===== config.mk =====
export PLATFORM = sky130hd
export DESIGN_NAME = reg_context_sequencer
export DESIGN_NICKNAME = d
export VERILOG_FILES = /design/src/rtl/lc3_ctx_pkg.sv /design/src/rtl/reg_context_sequencer_reg_16.sv /design/src/rtl/reg_context_sequencer.sv
export SDC_FILE = /design/constraint.sdc
export NUM_CORES = 1
export LEC_CHECK = 0
export CORE_MARGIN = 3
export CORE_UTILIZATION = 42
export CTS_CLUSTER_DIAMETER = 40
export DETAILED_ROUTE_END_ITERATION = 8
export PLACE_DENSITY = 0.93
export SLEW_MARGIN = 20
export SYNTH_ARGS = -nofsm -noshare
export SYNTH_HDL_FRONTEND = slang
export SYNTH_HIERARCHICAL = 1
export SYNTH_SLANG_ARGS = --single-unit

===== constraint.sdc =====
create_clock -name clk -period 5.8 [get_ports clk]
set_input_delay 1.16 -clock clk [delete_from_list [all_inputs] [get_ports clk]]
set_output_delay 1.16 -clock clk [all_outputs]
set_load 0.005 [all_outputs]

===== src/rtl/lc3_ctx_pkg.sv =====
// ---------------------------------------------------------------------------
// lc3_ctx_pkg
// Shared definitions for the register context save/restore sequencer.
//   ctx_state_t  : sequencer FSM states
//   NUM_REGS     : number of general-purpose registers sequenced (R0..R7)
//   CTX_LAST_IDX : index of the last register in a sequence
// ---------------------------------------------------------------------------
package lc3_ctx_pkg;

  localparam int NUM_REGS = 8;
  localparam logic [2:0] CTX_LAST_IDX = 3'd7;

  typedef enum logic [2:0] {
    IDLE,
    SAVE,
    RESTORE_RD,
    RESTORE_WB,
    DONE
  } ctx_state_t;

endpackage


===== src/rtl/reg_context_sequencer_reg_16.sv =====
// ---------------------------------------------------------------------------
// reg_16
// 16-bit register with load enable and synchronous active-high reset.
// Ports:
//   clk   in   system clock
//   reset in   synchronous active-high reset (clears q)
//   ld    in   load enable
//   d     in   16-bit data in
//   q     out  16-bit registered data
// ---------------------------------------------------------------------------
module reg_16 (
  input  logic        clk,
  input  logic        reset,
  input  logic        ld,
  input  logic [15:0] d,
  output logic [15:0] q
);

  // NOTE: clocked state uses non-blocking (<=) so every flop samples the
  // pre-edge values of its neighbours; blocking here would create order races.
  always_ff @(posedge clk) begin
    if (reset) q <= '0;
    else if (ld) q <= d;
  end

endmodule


===== src/rtl/reg_context_sequencer.sv =====
// ---------------------------------------------------------------------------
// reg_context_sequencer
// Saves R0..R7 to memory or restores them from memory in an automatic
// sequence. While running it stalls the CPU (busy) and owns the register
// file's load/DR/SR2 controls and its input bus.
// Ports:
//   clk, reset                 clock, synchronous active-high reset
//   save_req, restore_req      start requests (sampled only in IDLE; save wins)
//   base_addr                  context area base, latched at start
//   busy, done                 sequence active / one-cycle completion pulse
//   cpu_ld_reg, cpu_dr_code,
//   cpu_sr2_code               CPU register-file controls (passed through in IDLE)
//   rf_ld_reg, rf_dr_code,
//   rf_sr2_code                controls to the register file
//   rf_sr2_data                SR2_out from the register file
//   rf_bus_sel, rf_wdata       sequencer drives the register-file input bus
//   mem_req, mem_we, mem_addr,
//   mem_wdata, mem_rdata,
//   mem_ack                    memory req/ack handshake (same-cycle ack legal)
// ---------------------------------------------------------------------------
module reg_context_sequencer
  import lc3_ctx_pkg::*;
#(
  parameter int DATA_W = 16,
  parameter int ADDR_W = 16
) (
  input  logic              clk,
  input  logic              reset,
  input  logic              save_req,
  input  logic              restore_req,
  input  logic [ADDR_W-1:0] base_addr,
  output logic              busy,
  output logic              done,
  input  logic              cpu_ld_reg,
  input  logic [2:0]        cpu_dr_code,
  input  logic [2:0]        cpu_sr2_code,
  output logic              rf_ld_reg,
  output logic [2:0]        rf_dr_code,
  output logic [2:0]        rf_sr2_code,
  input  logic [DATA_W-1:0] rf_sr2_data,
  output logic              rf_bus_sel,
  output logic [DATA_W-1:0] rf_wdata,
  output logic              mem_req,
  output logic              mem_we,
  output logic [ADDR_W-1:0] mem_addr,
  output logic [DATA_W-1:0] mem_wdata,
  input  logic [DATA_W-1:0] mem_rdata,
  input  logic              mem_ack
);

  ctx_state_t        state;
  logic [2:0]        idx;
  logic [ADDR_W-1:0] base;
  logic [DATA_W-1:0] rd_data;
  logic              rd_capture;

  // Address wraps modulo 2^ADDR_W by plain truncation of the sum.
  logic [ADDR_W-1:0] seq_addr;
  assign seq_addr = base + ADDR_W'(idx);

  // Read data is captured only on a real ack of a pending read.
  assign rd_capture = (state == RESTORE_RD) && mem_ack;

  // NOTE: the capture register is reset too, so rf_wdata can never expose
  // stale data from a sequence aborted by reset.
  reg_16 u_capture (
    .clk   (clk),
    .reset (reset),
    .ld    (rd_capture),
    .d     (mem_rdata),
    .q     (rd_data)
  );

  always_ff @(posedge clk) begin
    if (reset) begin
      state <= IDLE;
      idx   <= '0;
      base  <= '0;
    end else begin
      unique case (state)
        IDLE: begin
          if (save_req) begin
            state <= SAVE;
            idx   <= '0;
            base  <= base_addr;
          end else if (restore_req) begin
            state <= RESTORE_RD;
            idx   <= '0;
            base  <= base_addr;
          end
        end
        SAVE: begin
          if (mem_ack) begin
            if (idx == CTX_LAST_IDX) state <= DONE;
            else idx <= idx + 3'd1;
          end
        end
        RESTORE_RD: begin
          if (mem_ack) state <= RESTORE_WB;
        end
        RESTORE_WB: begin
          if (idx == CTX_LAST_IDX) begin
            state <= DONE;
          end else begin
            state <= RESTORE_RD;
            idx   <= idx + 3'd1;
          end
        end
        DONE:    state <= IDLE;
        default: state <= IDLE;
      endcase
    end
  end

  // Outputs are a pure decode of the registered state (plus the IDLE
  // pass-through and the same-cycle SR2 read data during SAVE).
  always_comb begin
    // NOTE: every output gets a default first so no path infers a latch.
    busy        = 1'b1;
    done        = 1'b0;
    rf_ld_reg   = 1'b0;
    rf_dr_code  = idx;
    rf_sr2_code = idx;
    rf_bus_sel  = 1'b0;
    rf_wdata    = '0;
    mem_req     = 1'b0;
    mem_we      = 1'b0;
    mem_addr    = '0;
    mem_wdata   = '0;
    unique case (state)
      IDLE: begin
        busy        = 1'b0;
        rf_ld_reg   = cpu_ld_reg;
        rf_dr_code  = cpu_dr_code;
        rf_sr2_code = cpu_sr2_code;
      end
      SAVE: begin
        mem_req   = 1'b1;
        mem_we    = 1'b1;
        mem_addr  = seq_addr;
        mem_wdata = rf_sr2_data;
      end
      RESTORE_RD: begin
        mem_req  = 1'b1;
        mem_addr = seq_addr;
      end
      RESTORE_WB: begin
        rf_bus_sel = 1'b1;
        rf_wdata   = rd_data;
        rf_ld_reg  = 1'b1;
      end
      DONE:    done = 1'b1;
      default: busy = 1'b1;
    endcase
  end

endmodule


==> flow_summary_export.csv, run 1 <==
group,metric,value,unit
outcome,status,"finished, final reports clean",
sta,max-slew-margin-rel,0.373,
sta,hold_ws,0.474,ns
detailed_routing,ant_nets,0,
yosys,synth-seq-area-share,0.342,
die,core-area,0.00491,mm^2
yosys,yosysWarnings,6,
setup_path,max_stage_delay,0.50,ns
yosys,synth_area_leaders,"dfxtp_1 34%, and2_1 10%, nand2_1 9.3%",
die,start_util,0.454,
flow_run,drv_cap,0,
placement,hpwl,5.41,mm
yosys,yosysTopAreaCell,"dfxtp_1",
detailed_routing,avgViaCountPerCell,5.09,
detailed_routing,vias,2404,
yosys,postSynthAreaPerCell,7.60,um^2
setup_path,crit_chain,"ha_1 -> inv_1 -> fa_1 -> nor2b_1 -> o21ai_1 -> or4_1 -> nand2_1 -> clkdlybuf4s50_1",
clock_tree,hold_buffers,0,
sta,hold_viol_final,0,
yosys,synth-edff-count,0,
grt,overflow,0,
setup_path,cp_max_fo,6,
finish,most-common-layout-cells,"119 x clkdlybuf4s50_1, 55 x nand2_1, 38 x dfxtp_1",
die,rows,25,
yosys,yosys_register_bits,38,
setup_path,cp-start-kind,"flop",
yosys,synth_nets,359,
finish,n_fill_cell,391,
yosys,synth.top_cell.area_share,0.342,
grt,grt_use_total,0.227,
grt,grt_max_degree,39,
placement,gp_congestion,0.867,
detailed_routing,wl_per_cell,14.3,um
yosys,syn-cell-area,0.00223,mm^2
detailed_routing,drt_iter0_drc,89,
yosys,syn_inst,293,
pwr,finalPower,808,uW
sta,fmax,0.249,GHz
clock_tree,cts_made_buffers,5,
grt,grt_pass1_vias,2421,
detailed_routing,drtPass1Iterations,6,
clock_tree,cts_root_buffer,"clkbuf_8",
die,die_y,78.8,um
sta,setup_viol_count_final,0,
sta,timing.final.crit_share,0.691,
finish,final_common_cell,"clkdlybuf4s50_1",
yosys,synth_top_flop_cell,"dfxtp_1",
detailed_routing,finalWirelength,6.76,mm
sta,post-route-min-period,4.01,ns
finish,antenna_cells,0,
sta,slew_viol_final,0,
pwr,p_per_area,230,mW/mm^2
clock_tree,clock_latency,0.29,ns
clock_tree,cts.sinks,38,
setup_path,crit_slowest_cell,"clkdlybuf4s50_1",
yosys,yosysUniqueCellTypes,41,
grt,antenna_found_initial,0,
setup_path,arrival,2.85,ns
finish,layout-drive-gt1-share,0.0272,
clock_tree,cts_setup_buffers,0,
die,die_area,0.00621,mm^2
pwr,ir_drop,0.159,mV
sta,tightest_slew,0.937,ns
die,die-width,78.8,um
die,io_pins,120,
clock_tree,htreeDepth,2,
clock_tree,ctsResizeCount,0,
clock_tree,cts.clk_slew.worst_paths,0.08,ns
clock_tree,clock_path_buffers,2,
clock_tree,cts_tree,"built",
yosys,async_reset_ff_frac,0,
sta,finalClockSkew,0.00442,ns
placement,port_buffers,119,
min_path,worstHoldPathType,"flop to flop",
setup_path,required,4.64,ns
detailed_routing,drc_errors,0,
sta,rsz0062_at_grt,"false",
setup_path,path_class,"flop to output port",
finish,nets,470,
sta,fin_setup_tns,0,ns
pwr,leakage,1.31,nW
setup_path,endpoint_kind,"output port",
grt,grt_pass1_wl,11.5,mm
finish,area_growth,57.8,%
-- report_power, final --
group / internal (mW) / switching (mW)
registers: 0.285 / 0.0288
clock network: 0.0956 / 0.0975
logic: 0.165 / 0.136
total: 0.545 / 0.263
-- worst max-delay path: cells and delay by family, from the launching register on --
kind | cells | cell delay, ns
flip-flops | 1 | 0.41
adder cells (fa/ha/maj) | 2 | 0.56
buffers and inverters | 2 | 0.55
AO/OA/AOI/OAI | 1 | 0.19
AND/OR/NAND/NOR | 3 | 0.84
-- layer usage --
metal,up-vias,track usage,wire (um)
li1,1204,-,-
met1,1087,0.255,2630
met2,106,0.407,3410
met3,7,0.0850,648
met4,0,0.0550,64
met5,-,0,0
-- sequential cells by signal (all words and copies together), names as in the netlist --
register     flops
base            16
u_capture/q     16
idx              3
state            3
-- kinds of logic after synthesis --
logic type      synth area share
mux                       0.0719
compound gates             0.128
flops                      0.342
simple gates               0.334
buf+inv                   0.0556
fa+ha+maj                 0.0371
xor+xnor                  0.0315
-- area by class of cell --
cell class / instances / area, um^2 / share of cell area
clock buffers: 6 / 82.6 / 0.0235
clock inverters: 2 / 12.5 / 0.00356
inverters: 7 / 26.3 / 0.00748
multi-input cells: 231 / 1340 / 0.382
flip-flops and latches: 38 / 761 / 0.216
well taps: 67 / 83.8 / 0.0239
repair buffers: 121 / 1210 / 0.343
-- metrics by stage --
stage / setup WS [ns] / utilization / cells / cell area, um^2
2_1_floorplan: 2.78 / - / 293 / 2230
3_5_place_dp: 2.10 / 0.696 / 464 / 3420
5_1_grt: 1.62 / 0.716 / 472 / 3510
4_1_cts: 1.77 / 0.716 / 472 / 3510
6_report: 1.79 / 0.716 / 472 / 3510
3_3_place_gp: 2.16 / 0.696 / 464 / 3420
-- path summary, 6_finish.rpt --
path | from | end | slack (ns) | cells past startpoint
worst max-delay path | idx[0] | mem_addr[10] | 1.79 | 8
worst min-delay path | base[0] | base[0] | 0.47 | 2
worst max register to register | state[1] | u_capture/q[9] | 3.66 | 5
worst min register to register | base[0] | base[0] | 0.47 | 2
-- cell usage after synthesis (all sizes together), types with 2 or more instances --
master  count
nand2      55
dfxtp      38
and2       36
nor2       31
a21oi      27
mux2i      16
o21ai      10
buf         9
clkbuf      8
inv         7
ha          5
or3         5
nand3       4
xnor2       4
xor2        4
nand4       3
nand4b      3
nor2b       3
nor3        3
a21o        2
and4        2
nand2b      2
o211ai      2
or2         2
or4         2
Note: power is estimated with default switching activity, not from simulation.
==> run 2: changes to the inputs <==
CORE_UTILIZATION = 39   (was 42)
PLACE_DENSITY = 0.88   (was 0.93)
clock period = 3.8 ns   (was 5.8 ns; I/O delays follow)
==> run 2 against run 1 <==
Core utilization shrank 4.7 points. First-iteration DRC count shrank 12%. Sequential share of layout area shrank 0.19 points. Clock power grew 79%. Largest cell class unchanged. Worst hold slack gained 0.0075 ns.
==> flow_summary_export.csv, run 2 (synthesis results as in run 1) <==
group,metric,value,unit
detailed_routing,avgViaCountPerCell,5.00,
sta,rsz0062_at_grt,"false",
grt,grt_pass1_vias,2411,
sta,slew_viol_final,0,
grt,grt_use_total,0.195,
grt,antenna_found_initial,0,
clock_tree,cts_made_buffers,5,
detailed_routing,vias,2376,
finish,regArea,761,um^2
setup_path,cp-start-kind,"flop",
pwr,leakage,1.32,nW
clock_tree,cts.sinks,38,
sta,fin_setup_tns,0,ns
grt,grt_max_degree,24,
detailed_routing,drt_iter0_drc,78,
clock_tree,htreeDepth,2,
die,core-area,0.00530,mm^2
pwr,finalPower,1.28,mW
finish,most-common-layout-cells,"119 x clkdlybuf4s50_1, 55 x nand2_1, 38 x dfxtp_1",
sta,finalClockSkew,0.00566,ns
die,io_pins,120,
min_path,hold_end,"base[1]",
placement,gp_congestion,0.884,
finish,multiInputGateArea,0.00135,mm^2
placement,post-place-cells,468,
setup_path,required,3.04,ns
placement,hpwl,5.03,mm
setup_path,max_stage_delay,0.49,ns
die,rows,26,
clock_tree,ctsResizeCount,0,
setup_path,r2r-end,"base[0]",
sta,fmax,0.285,GHz
setup_path,endpoint_kind,"output port",
setup_path,r2r-start,"state[0]",
detailed_routing,drc_errors,0,
sta,setup_viol_count_final,0,
setup_path,crit_slowest_cell,"clkdlybuf4s50_1",
min_path,holdPathStages,2,
setup_path,r2r_cells,5,
finish,n_fill_cell,453,
die,die-width,81.6,um
pwr,ir_drop,0.227,mV
clock_tree,cts_setup_buffers,0,
finish,final_common_cell,"clkdlybuf4s50_1",
finish,final_area,0.00355,mm^2
finish,fin_cells,475,
setup_path,path_class,"flop to output port",
outcome,status,"finished, final reports clean",
finish,antenna_cells,0,
finish,nets,471,
sta,timing.final.crit_share,0.923,
sta,max-slew-margin-rel,0.371,
sta,post-route-min-period,3.51,ns
detailed_routing,wl_per_cell,13.5,um
clock_tree,hold_buffers,0,
sta,hold_viol_final,0,
grt,overflow,0,
setup_path,reg2reg_slack,1.50,ns
clock_tree,clock_path_buffers,2,
clock_tree,cts_tree,"built",
setup_path,arrival,2.75,ns
detailed_routing,drtPass1Iterations,4,
placement,postPlaceCellArea,0.00343,mm^2
detailed_routing,ant_nets,0,
min_path,worstHoldPathType,"flop to flop",
setup_path,cp_max_fo,6,
sta,tightest_slew,0.943,ns
clock_tree,cts_root_buffer,"clkbuf_8",
clock_tree,cts.clk_slew.worst_paths,0.07,ns
setup_path,crit_chain,"ha_1 -> inv_1 -> fa_1 -> nor2b_2 -> o21ai_1 -> or4_1 -> nand2_1 -> clkdlybuf4s50_1",
die,die_y,81.6,um
detailed_routing,finalWirelength,6.42,mm
min_path,min_from,"base[1]",
die,start_util,0.420,
placement,port_buffers,119,
die,die_area,0.00665,mm^2
pwr,p_per_area,361,mW/mm^2
finish,largestRegisters,"base (16), u_capture/q (16)",
clock_tree,clock_latency,0.28,ns
flow_run,drv_cap,0,
grt,grt_pass1_wl,10.4,mm
finish,area_growth,59.2,%
finish,layout-drive-gt1-share,0.0296,
## run 2: report_power, final
part	total (mW)	switching [mW]	internal, mW	leakage (nW)
registers	0.478	0.0437	0.435	0.310
logic	0.457	0.204	0.253	0.954
clock network	0.345	0.135	0.210	0.0573
## run 2: worst max-delay path, delay by kind of cell (launching register included)
family                     cells  cell delay, ns
adders and majority gates      2            0.59
and+or+nand+nor                3            0.78
buffers and inverters          2            0.54
AOI/OAI and AO/OA              1            0.15
DFF                            1            0.41
## run 2: per-layer routing
metal  part of all wire  routed length, um  vias to the layer above  track usage
met5                  0                  0                        -            0
met4              0.010                 67                        0       0.0515
met3              0.098                627                       10       0.0559
met2               0.48               3080                      105        0.357
met1               0.41               2640                     1061        0.219
li1                   -                  -                     1200            -
## run 2: through the flow
step	util	setup slack, ns	hold slack [ns]
global route	0.669	0.0991	0.503
global placement	0.647	0.575	0.447
floorplan	-	1.18	0.440
detailed placement	0.647	0.513	0.469
CTS	0.668	0.205	0.480
finish	0.669	0.291	0.481
## run 2: layout make-up
type,instances,area share
clock inverters,1,0.00847
clock buffers,6,0.0233
flip-flops and latches,38,0.215
well taps,70,0.0247
repair buffers,122,0.342
multi-input cells,231,0.379
inverters,7,0.00741
## run 2: worst max-delay path by stage
stage,to,depth (start not counted),startpoint,slack [ns]
finish,mem_addr[10],8,idx[0],0.29
CTS,mem_addr[10],8,idx[0],0.21
detailed placement,mem_addr[10],8,idx[0],0.51
floorplan,mem_addr[10],7,idx[0],1.18
global route,mem_addr[10],8,idx[0],0.1
global placement,mem_addr[10],8,idx[0],0.58
